`config.mk`:
```
export PLATFORM = sky130hd
export DESIGN_NAME = scanlines
export DESIGN_NICKNAME = d
export VERILOG_FILES = /design/src/rtl/scanlines.sv
export SDC_FILE = /design/constraint.sdc
export NUM_CORES = 1
export LEC_CHECK = 0
export BUFFER_PORTS_ARGS = -buffer_cell sky130_fd_sc_hd__buf_2
export CORE_MARGIN = 1.5
export CORE_UTILIZATION = 50
export DETAILED_ROUTE_END_ITERATION = 10
export PLACE_DENSITY = 0.76
export SYNTH_ARGS = -nofsm -noshare
export SYNTH_HDL_FRONTEND = slang
export SYNTH_SLANG_ARGS = --single-unit
```
`constraint.sdc`:
```
create_clock -name clock -period 1.8 [get_ports clock]
set_clock_uncertainty 0.2 [all_clocks]
set_input_delay 0.27 -clock clock [delete_from_list [all_inputs] [get_ports clock]]
set_output_delay 0.27 -clock clock [all_outputs]
set_load 0.01 [all_outputs]
```
`src/rtl/scanlines.sv`:
```
// scanlines: scanline-effect stage between the scandoubler and the video DAC.
//
// Darkens every other output line of the doubled (31kHz) stream by a selectable
// amount. With enable low (15kHz bypass), video passes through bit-exact. Sync
// and RGB share one two-stage pipeline, so their timing relationship is kept.
//
// Ports
//   clock   in   1     system clock
//   reset   in   1     synchronous, active-high reset
//   ce      in   1     output pixel clock enable; every register holds while low
//   enable  in   1     1 = doubled video (apply effect), 0 = pass-through
//   mode    in   2     0 off, 1 light (75%), 2 medium (50%), 3 dark (25%)
//   phase   in   1     0 = darken odd lines, 1 = darken even lines
//   isync   in   2     {vsync, hsync}, active-high
//   irgb    in   RGBW  pixel from the scandoubler, already blanked
//   osync   out  2     isync delayed by two ce ticks
//   orgb    out  RGBW  processed pixel, delayed by two ce ticks
//
// Handshake: none. This is a free-running stream qualified only by ce; a pixel
// enters stage 1 on a ce tick and leaves stage 2 on the next ce tick.
//
// RGBW must be a multiple of 3 (three equal channels, R in the MSBs).

module scanlines #(
  parameter int RGBW = 18
) (
  input  logic            clock,
  input  logic            reset,
  input  logic            ce,
  input  logic            enable,
  input  logic [1:0]      mode,
  input  logic            phase,
  input  logic [1:0]      isync,
  input  logic [RGBW-1:0] irgb,
  output logic [1:0]      osync,
  output logic [RGBW-1:0] orgb
);

  localparam int CW = RGBW / 3;

  // sync edge detection and line/frame state
  logic       hs_d;
  logic       vs_d;
  logic       parity;
  logic [1:0] mode_l;
  logic       phase_l;
  logic       hs_rise;
  logic       vs_fall;

  // stage 1
  logic [RGBW-1:0] rgb1;
  logic [1:0]      sync1;
  logic            dark1;
  logic [1:0]      mode1;

  logic [RGBW-1:0] shaded;

  assign hs_rise = !hs_d && isync[0];
  assign vs_fall = vs_d && !isync[1];

  function automatic logic [CW-1:0] shade(input logic [CW-1:0] c, input logic [1:0] m);
    logic [CW-1:0] r;
    case (m)
      2'd1:    r = c - (c >> 2);
      2'd2:    r = c >> 1;
      2'd3:    r = c >> 2;
      default: r = c;
    endcase
    return r;
  endfunction

  // Stage 1 carries the mode that was latched when its pixel entered, so a
  // mode reload on the next tick cannot affect a pixel already in flight.
  always_comb begin
    shaded = rgb1;
    for (int i = 0; i < 3; i++) begin
      shaded[i*CW +: CW] = shade(rgb1[i*CW +: CW], mode1);
    end
  end

  always_ff @(posedge clock) begin
    if (reset) begin
      hs_d    <= 1'b0;
      vs_d    <= 1'b0;
      parity  <= 1'b0;
      mode_l  <= 2'd0;
      phase_l <= 1'b0;
      rgb1    <= '0;
      sync1   <= 2'b00;
      dark1   <= 1'b0;
      mode1   <= 2'd0;
      osync   <= 2'b00;
      orgb    <= '0;
    end else if (ce) begin
      hs_d <= isync[0];
      vs_d <= isync[1];

      // Bypass keeps parity cleared and tracks mode/phase continuously, so the
      // selected effect is already in place when doubled video returns.
      // Otherwise mode/phase only change at the vsync falling edge, and that
      // edge also wins over a coincident hsync rise: first line is even.
      if (!enable) begin
        parity  <= 1'b0;
        mode_l  <= mode;
        phase_l <= phase;
      end else if (vs_fall) begin
        parity  <= 1'b0;
        mode_l  <= mode;
        phase_l <= phase;
      end else if (hs_rise) begin
        parity  <= ~parity;
      end

      // enable is sampled live so a mid-line toggle affects the very pixel
      // entering on this tick.
      rgb1  <= irgb;
      sync1 <= isync;
      dark1 <= enable && (mode_l != 2'd0) && (parity != phase_l);
      mode1 <= mode_l;

      osync <= sync1;
      orgb  <= dark1 ? shaded : rgb1;
    end
  end

endmodule

```
# After elaboration in Yosys (flattened, before gate mapping)
# Cells that the tools add are included.
[totals] register_bits=49 input_bits=27 out_inout_bits=20
[op_classes] n_addsub=3 eq_ne=6 mux=11 bitwise=1 n_reduce_logical=9
[ops] operator="6-bit one-hot mux with 3 select lines" n=3
[ops] operator="18-bit 2-to-1 mux" n=1
[ops] operator="6-bit by 4-bit subtractor with 6-bit output" n=3
[ops] operator="1-bit 2-to-1 mux" n=5
[ops] operator="2-bit == test, second input constant" n=2
[ops] operator="1-bit logical AND" n=4
[ops] operator="2-bit 2-to-1 mux" n=2
[ops] operator="2-bit AND reduction" n=2
[ops] operator="3-bit by 1-bit != test with 1-bit output, second input constant" n=1
[ops] operator="2-bit by 1-bit == test with 1-bit output, second input constant" n=1
[ops] operator="1-bit zero test" n=2
[ops] operator="2-bit by 1-bit != test with 1-bit output, second input constant" n=1
[ops] operator="2-bit nonzero test" n=1
[ops] operator="1-bit != test" n=1
[ops] operator="1-bit inverter" n=1

# Logic depth before layout (Yosys ltp)
# Gate-level depths: netlist of the first run.
[depth] ltp_word=5 ltp_mapped=9 ltp_nobuf=9

# Worst setup path before layout of the first run
# No wires, ideal clock.
[synth_path] kind="flip-flop to flip-flop" startpoint="register rgb1[12]" endpoint="register orgb[13]" arrival_ps=1597 required_ps=1463 slack_ps=-134 path_stages_with_launch=10 n_path_buf=0 path_cell_list="dfxtp_1 inv_1 ha_1 inv_1 fa_1 mux2_1 nand2_1 o21ai_1 a22oi_1 a211oi_1"
[synth_between] elab_chain_cells=3
[synth_lines] element="start, declared" line_no="51" rtl="logic [RGBW-1:0] rgb1;"
[synth_lines] element="start signal, assigned" line_no="116" rtl="rgb1 <= irgb;"
[synth_lines] element="6-bit by 4-bit subtractor with 6-bit output" line_no="64" rtl="2'd1: r = c - (c >> 2);"
[synth_lines] element="6-bit one-hot mux with 3 select lines" line_no="63" rtl="case (m)"
[synth_lines] element="18-bit 2-to-1 mux" line_no="122" rtl="orgb <= dark1 ? shaded : rgb1;"
[synth_lines] element="end signal, assigned" line_no="122"
[synth_lines] element="end, declared" line_no="36" rtl="output logic [RGBW-1:0] orgb"
# No other way between the ends.
# A chain may end at the register's enable or synchronous reset.

# Worst setup path in the final report of the first run
[layout_path] startpoint="register rgb1[0]" endpoint="register orgb[1]"
# Same word-level chain as after synthesis.

==> impl_metrics.toml, run 1 <==
[status]
outcome = "finished with violations"
violations = "negative setup slack"

[routing]
via_per_inst = 5.39
wl_per_cell_um = 14.7
drc = 0
firstDrtPassIters = 4
ant_nets = 0
drt_iter0_markers = 205
wl_um = 6780
vias = 2478

[clocking]
cts_buffer_depth = 2
clk_latency_ps = 300
clk_pin_slew_ps = 90
clockRootBuffer = "clkbuf_8"
cts_sinks = 47
cts-buffers-inserted = 5
cts_tree = "yes"
htreeDepth = 2

[power_and_ir_drop]
p_sw_share_pct = 26.5
p_clk_share_pct = 34.3
power.density_nw_per_um2 = 749
p_seq_share_pct = 42.4
p_sw_uw = 710
p_leak_uw = 0.00158
ir_drop_v = 0.000517
p_comb_share_pct = 23.4
internal_power_uw = 1970

[synth]
syn_nets = 352
ys_seq_elements = 47
yosysTopAreaCell = "dfxtp_1"
syn_inst = 310
synth_area_leaders = "dfxtp_1, mux2i_1, nor2_1"
syn_area_um2 = 2620
synth_edf_count = 0
ys.flop_type = "dfxtp_1"
yosysSeqAreaShare_pct = 35.9
yosys.area.top_type_share_pct = 35.9
asyncSetResetFlopFracSynth_pct = 0
ys.warnings.count = 0
synth.avg_cell_area_um2 = 8.46
yosysUniqueCellTypes = 39

[placement]
io_buffers = 46
placed_cell_area_um2 = 3220
post-place-ws_ps = -184
dp_hpwl_um = 4600
gp_congestion = 0.866

[layout]
layout-drive-gt1-share_pct = 40.3
num-nets-final = 431
stdcell_area_um2 = 3580
register_area_um2 = 960
antennaDiodeCount = 0
fill_cells = 411
synthToLayoutAreaGrowth_pct = 36.7
multiInputGateArea_um2 = 1740
final_util_pct = 70.6

[die]
die-width_um = 75.4
coreArea_um2 = 5070
fp.dieH_um = 75.4
die_area_um2 = 5690
num_io_pins = 47
row_count = 26
start_util_pct = 51.7

[flow_run]
drv_cap = 0

[global_routing]
grt_max_degree = 45
antenna_found_initial = 0
grt_pass1_vias = 2320
grt_usage_pct = 25.2
grt-ovfl-total = 0
grt_pass1_wl_um = 10800

[timing]
finalHoldWorstSlack_ps = 4.78
rsz0062_at_grt = "yes"
finalSetupViolCount = 8
max_freq_ghz = 0.499
max_slew_margin_pct = 67.3
slew_viol_final = 0
period_needed_ps = 2010
fin_crit_sh_pct = 111
hold_viol = 0
worst_slew_pin_slew_ps = 489
fin_ws_ps = -205

[setup_path]
cp-end-kind = "register"
cp.arrival_ps = 1980
cp-start-kind = "register"
cpLargestDelayFamily = "adder cells"
crit_path_max_fanout = 2
slowest_stage = "fa_2"
crit_type = "reg -> reg"
cp_num_buf_inv = 2
crit_path_max_incr_delay_ps = 440
critPathRequiredTime_ps = 1770
cpMostUsedCell = "inv_2"
cp_cell_sequence = "inv_2, ha_4, inv_2, fa_2, mux2_4, nand2_2, o21ai_1, a22oi_1, a211oi_1"

[worst_hold_path]
min-delay-path-class = "in -> reg"
[final timing paths]
| path | slack [ps] | endpoint | startpoint | cells past startpoint |
|---|---|---|---|---|
| max | -210 | orgb[1] | rgb1[0] | 9 |
| min | 5 | rgb1[15] | irgb[15] | 3 |
| max reg2reg | -210 | orgb[1] | rgb1[0] | 9 |
| min reg2reg | 250 | orgb[11] | orgb[11] | 2 |
[synthesized netlist by cell type (all sizes together) (2+ instances only)]
library cell,n
nor2,52
inv,19
o21ai,22
nor2b,5
dfxtp,47
a31oi,2
xor2,7
xnor2,6
a21o,7
ha,12
a221oi,3
fa,3
mux2,3
nor3,5
nand2,22
a211oi,3
nor3b,2
o211ai,3
o221ai,5
o22a,2
mux2i,27
a21oi,15
a2111oi,3
a22oi,3
nand2b,4
clkbuf,8
nand3,2
buf,11
[flip-flops by register name (all words and copies together) (netlist names)]
register / cells
dark1: 1
mode1: 2
mode_l: 2
orgb: 18
osync: 2
parity: 1
phase_l: 1
rgb1: 18
sync1: 1
vs_d: 1
[kinds of logic after synthesis]
group	Yosys count	share of synthesized area (%)
AOI/OAI and AO/OA	73	18.8
xor gates and xnor gates	13	4.34
adders and majority gates	15	8.02
buffers and inverters	38	6.21
DFF	47	35.9
muxes	30	11.6
and+or+nand+nor	94	15.2
[routing by layer]
layer | wire [um] | vias up | global-route usage, %
met3 | 329 | 8 | 5.42
li1 | - | 1229 | -
met4 | 83 | 0 | 6.15
met5 | 0 | - | 0
met2 | 3380 | 82 | 43.0
met1 | 2990 | 1159 | 32.6
[tightest hold or removal path, stage by stage]
cell	delay [ps]
buf_2	70
mux2i_1	60
nor2_1	70
[power by group through the flow]
| stage | Combinational (uW) | Sequential, uW | Clock [uW] |
|---|---|---|---|
| detailed placement | 538 | 1150 | 0 |
| CTS | 592 | 1140 | 935 |
| global route | 682 | 1140 | 977 |
| finish | 628 | 1140 | 919 |
| floorplan | 324 | 1170 | 0 |
| global placement | 521 | 1150 | 0 |
[through the flow]
stage | TNS (ps) | power (uW) | cells
detailed placement | -1130 | 1690 | 449
floorplan | -343 | 1490 | 310
global placement | -657 | 1670 | 449
global route | -1930 | 2800 | 460
CTS | -740 | 2660 | 461
finish | -850 | 2680 | 460
[cells in the final DEF (no fill, tap or decap), drive strengths merged, types with 7 or more instances in the layout]
master,instances
nand2,22
a21oi,15
nor2,52
o21ai,22
ha,12
a21o,7
dfxtp,47
buf,89
xor2,7
inv,19
mux2i,27
[final cells by class]
| class | count | area share, % |
|---|---|---|
| Multi-Input combinational cell | 225 | 48.5 |
| Clock inverter | 2 | 1.68 |
| Tap cell | 70 | 2.44 |
| Sequential cell | 47 | 26.8 |
| Timing Repair Buffer | 91 | 16.6 |
| Inverter | 19 | 1.99 |
| Clock buffer | 6 | 2.03 |
[repair_timing]
action / 4_1_cts / 5_1_grt
hold endpoints to repair: 2 / 0
setup buffers: 2 / 1
gates cloned: 0 / 0
pin swaps: 29 / 28
endpoints found under the setup margin: 14 / 15
hold buffers: 2 / 0
resized for setup: 28 / 17
Note: power is estimated with default switching activity, not from simulation.
==> run 2, diff against run 1 <==
--- a/config.mk
+++ b/config.mk
@@ -9,6 +9,7 @@
 export CORE_MARGIN = 1.5
 export CORE_UTILIZATION = 50
 export DETAILED_ROUTE_END_ITERATION = 10
+export MAX_ROUTING_LAYER = met4
 export PLACE_DENSITY = 0.76
 export SYNTH_ARGS = -nofsm -noshare
 export SYNTH_HDL_FRONTEND = slang
==> impl_metrics.toml, run 2 (same netlist as run 1, synthesis figures left out) <==
[layout]
num-nets-final = 431
antennaDiodeCount = 0
synthToLayoutAreaGrowth_pct = 36.7
mostFrequentLayoutCells = "nor2_1, buf_2, buf_4"
layout-drive-gt1-share_pct = 40.3
largestRegisters = "orgb (18), rgb1 (18)"

[setup_path]
crit_path_max_fanout = 2
cpLargestDelayFamily = "adder cells"
cp_cell_sequence = "inv_2, ha_4, inv_2, fa_2, mux2_4, nand2_2, o21ai_1, a22oi_1, a211oi_1"
critPathRequiredTime_ps = 1770
cp.arrival_ps = 1980
cp-start-kind = "register"
slowest_stage = "fa_2"
cp_num_buf_inv = 2
crit_type = "reg -> reg"
cpMostUsedCell = "inv_2"
cp-end-kind = "register"
crit_path_max_incr_delay_ps = 440

[die]
num_io_pins = 47
row_count = 26
die_area_um2 = 5690
die-width_um = 75.4
coreArea_um2 = 5070
fp.dieH_um = 75.4
start_util_pct = 51.7

[status]
outcome = "finished with violations"
violations = "negative setup slack"

[routing]
ant_nets = 0
wl_um = 6750
wl_per_cell_um = 14.7
drt_iter0_markers = 195
firstDrtPassIters = 4
vias = 2475
via_per_inst = 5.38
drc = 0

[global_routing]
grt_usage_pct = 25.9
grt_pass1_vias = 2323
grt_pass1_wl_um = 10800
grt-ovfl-total = 0
antenna_found_initial = 0
grt_max_degree = 45

[clocking]
clk_pin_slew_ps = 90
cts_tree = "yes"
cts-buffers-inserted = 5
clockRootBuffer = "clkbuf_8"
cts_sinks = 47
clk_latency_ps = 300
cts_buffer_depth = 2
htreeDepth = 2

[timing]
hold_viol = 0
fin_ws_ps = -202
worst_slew_pin_slew_ps = 471
fin_crit_sh_pct = 111
max_slew_margin_pct = 68.5
max_freq_ghz = 0.499
finalSetupViolCount = 8
finalHoldWorstSlack_ps = 2.18
rsz0062_at_grt = "yes"
slew_viol_final = 0
period_needed_ps = 2000

[worst_hold_path]
min-delay-path-class = "in -> reg"

[placement]
io_buffers = 46
dp_hpwl_um = 4600
gp_congestion = 0.880
post-place-ws_ps = -184

[power_and_ir_drop]
ir_drop_v = 0.000515
power.density_nw_per_um2 = 749
p_leak_uw = 0.00158

[flow_run]
drv_cap = 0
run 2: area by class of cell:
class	count	area [um^2]
multi-input combinational	225	1740
fill	411	1490
sequential	47	960
timing repair buffer	91	593
tap	70	87.6
clock buffer	6	72.6
inverter	19	71.3
clock inverter	2	60.1
run 2: path summary, 6_finish.rpt:
kind	to	start	slack, ps	cells past startpoint
setup / recovery	orgb[1]	rgb1[0]	-200	9
hold / removal	rgb1[15]	irgb[15]	2	3
hold reg to reg	orgb[11]	orgb[11]	250	2
setup reg to reg	orgb[1]	rgb1[0]	-200	9
run 2: worst reg2reg max path, stage by stage, from the launching register on:
cell      delay (ps)
dfxtp_2          340
inv_2             40
ha_4             150
inv_2             50
fa_2             440
mux2_4           300
nand2_2           60
o21ai_1           50
a22oi_1          160
a211oi_1         100
run 2: report_power, final:
part / switching [uW] / internal [uW]
registers: 41.4 / 1100
logic: 304 / 322
clock network: 366 / 556
total: 711 / 1970
run 2: layer usage:
layer / share of wire (%) / up-vias / global-route usage (%) / wire, um
met5: 0 / - / - / 0
met1: 44 / 1155 / 32.8 / 2960
met4: 1.2 / 0 / 6.75 / 81
met3: 4.6 / 8 / 4.63 / 310
met2: 50 / 79 / 42.9 / 3390
li1: - / 1233 / - / -
run 2: repair_timing:
item | CTS | global route
endpoints found under the setup margin | 14 | 15
cloned | 0 | 0
hold endpoints to repair | 2 | 0
pin swaps | 29 | 22
resized for setup | 28 | 17
buffers inserted | 2 | 1
hold buffers | 2 | 0
run 2: stage by stage:
stage | area, um^2 | TNS [ps] | utilization [%] | power [uW] | std cells
CTS | 3530 | -740 | 69.5 | 2660 | 461
global placement | 3220 | -657 | 63.5 | 1670 | 449
floorplan | 2670 | -343 | - | 1490 | 310
global route | 3580 | -1990 | 70.6 | 2800 | 460
detailed placement | 3220 | -1130 | 63.5 | 1690 | 449
finish | 3580 | -835 | 70.6 | 2680 | 460
==> run 3, diff against run 2 <==
--- a/config.mk
+++ b/config.mk
@@ -6,7 +6,6 @@
 export NUM_CORES = 1
 export LEC_CHECK = 0
 export BUFFER_PORTS_ARGS = -buffer_cell sky130_fd_sc_hd__buf_2
-export CORE_MARGIN = 1.5
 export CORE_UTILIZATION = 50
 export DETAILED_ROUTE_END_ITERATION = 10
 export MAX_ROUTING_LAYER = met4
==> impl_metrics.toml, run 3 (same netlist as run 1, synthesis figures left out) <==
[timing]
worst_slew_pin_slew_ps = 428
fin_crit_sh_pct = 113
finalSetupViolCount = 6
max_freq_ghz = 0.491
fin_ws_ps = -238
slew_viol_final = 0
period_needed_ps = 2040
hold_viol = 0
max_slew_margin_pct = 71.4
rsz0062_at_grt = "yes"

[routing]
vias = 2580
drc = 0
ant_nets = 0
via_per_inst = 5.51
firstDrtPassIters = 5
wl_um = 7030
drt_iter0_markers = 199
wl_per_cell_um = 15.0

[global_routing]
grt_max_degree = 45
grt_pass1_vias = 2448
antenna_found_initial = 0
grt_pass1_wl_um = 11000
grt_usage_pct = 26.9
grt-ovfl-total = 0

[clocking]
clk_latency_ps = 310
cts_buffer_depth = 2
htreeDepth = 2
cts_sinks = 47
cts_tree = "yes"
clk_pin_slew_ps = 100
clockRootBuffer = "clkbuf_8"
cts-buffers-inserted = 5

[setup_path]
cp-end-kind = "register"
crit_path_max_fanout = 3
critPathRequiredTime_ps = 1820
slowest_stage = "dfxtp_4"
crit_type = "reg -> reg"
cp_cell_sequence = "ha_4, inv_2, fa_2, a21o_1, a21oi_2, xnor2_1, a31oi_1, nor3_1"
crit_path_max_incr_delay_ps = 380
cp-start-kind = "register"
cp.arrival_ps = 2060

[layout]
synthToLayoutAreaGrowth_pct = 41.1
num-nets-final = 442
largestRegisters = "orgb (18), rgb1 (18)"
layout-drive-gt1-share_pct = 39.2
final_common_cell = "nor2_1"
mostFrequentLayoutCells = "nor2_1, buf_2, buf_4"
final_util_pct = 75.8
final_cells = 468
fill_cells = 356
antennaDiodeCount = 0

[power_and_ir_drop]
p_leak_uw = 0.00161
power.density_nw_per_um2 = 669
power.total_uw = 2470
ir_drop_v = 0.000504

[placement]
dp.cells = 447
gp_congestion = 0.863
dp_hpwl_um = 4570
post-place-ws_ps = -175
io_buffers = 46

[die]
fp.dieH_um = 74.4
row_count = 25
start_util_pct = 53.7
num_io_pins = 47
die-width_um = 74.4
coreArea_um2 = 4880
die_area_um2 = 5540

[status]
outcome = "finished with violations"
violations = "negative setup slack"

[worst_hold_path]
min-delay-path-class = "in -> reg"

[flow_run]
drv_cap = 0
==> run 3: final timing paths <==
| path | start | endpoint | slack [ps] | cells past startpoint |
|---|---|---|---|---|
| worst max-delay path | rgb1[8] | orgb[10] | -240 | 8 |
| worst min-delay path | irgb[5] | rgb1[5] | 1 | 3 |
| worst max register to register | rgb1[8] | orgb[10] | -240 | 8 |
| worst min register to register | orgb[17] | orgb[17] | 250 | 2 |
==> run 3: critical path: cells and delay by family, from the launching register on <==
family | cells | cell delay [ps]
adder cells (fa/ha/maj) | 2 | 500
buffers and inverters | 1 | 30
flip-flops | 1 | 380
XOR/XNOR | 1 | 140
AND/OR/NAND/NOR | 1 | 200
AO/OA/AOI/OAI | 3 | 490
==> run 3: cell type report <==
cell class,count,area (um^2),share of cell area (%)
Sequential cell,47,958,25.9
Clock buffer,5,68.8,1.86
Clock inverter,3,25.0,0.677
Multi-Input combinational cell,225,1790,48.4
Inverter,19,71.3,1.93
Timing Repair Buffer,102,701,19.0
Tap cell,67,83.8,2.27
==> run 3: report_power, final <==
group	switching (uW)	leakage, uW	internal, uW
clock network	389	0.0000443	278
logic	324	0.00117	343
registers	43.3	0.000390	1100
==> run 3: layer usage <==
| layer | global-route usage [%] | share of wire, % | vias to the layer above |
|---|---|---|---|
| li1 | - | - | 1254 |
| met5 | - | 0 | - |
| met3 | 5.28 | 5.7 | 19 |
| met1 | 33.4 | 43 | 1207 |
| met4 | 11.3 | 1.9 | 0 |
| met2 | 42.6 | 49 | 100 |
==> run 3: timing repair <==
action / in CTS / in global routing
buffers inserted: 1 / 0
setup endpoints to repair: 15 / 14
hold endpoints to repair: 11 / 1
pin swaps: 26 / 18
resized for setup: 26 / 20
hold buffers: 11 / 1
==> run 3: through the flow <==
step / hold WS, ps / setup TNS (ps) / cell area (um^2)
final: 1.04 / -934 / 3700
after global routing: 19.9 / -1730 / 3700
after CTS: 2.67 / -838 / 3560
after detailed placement: 240 / -1120 / 3220
after global placement: 233 / -720 / 3220
after floorplan: 217 / -343 / 2670
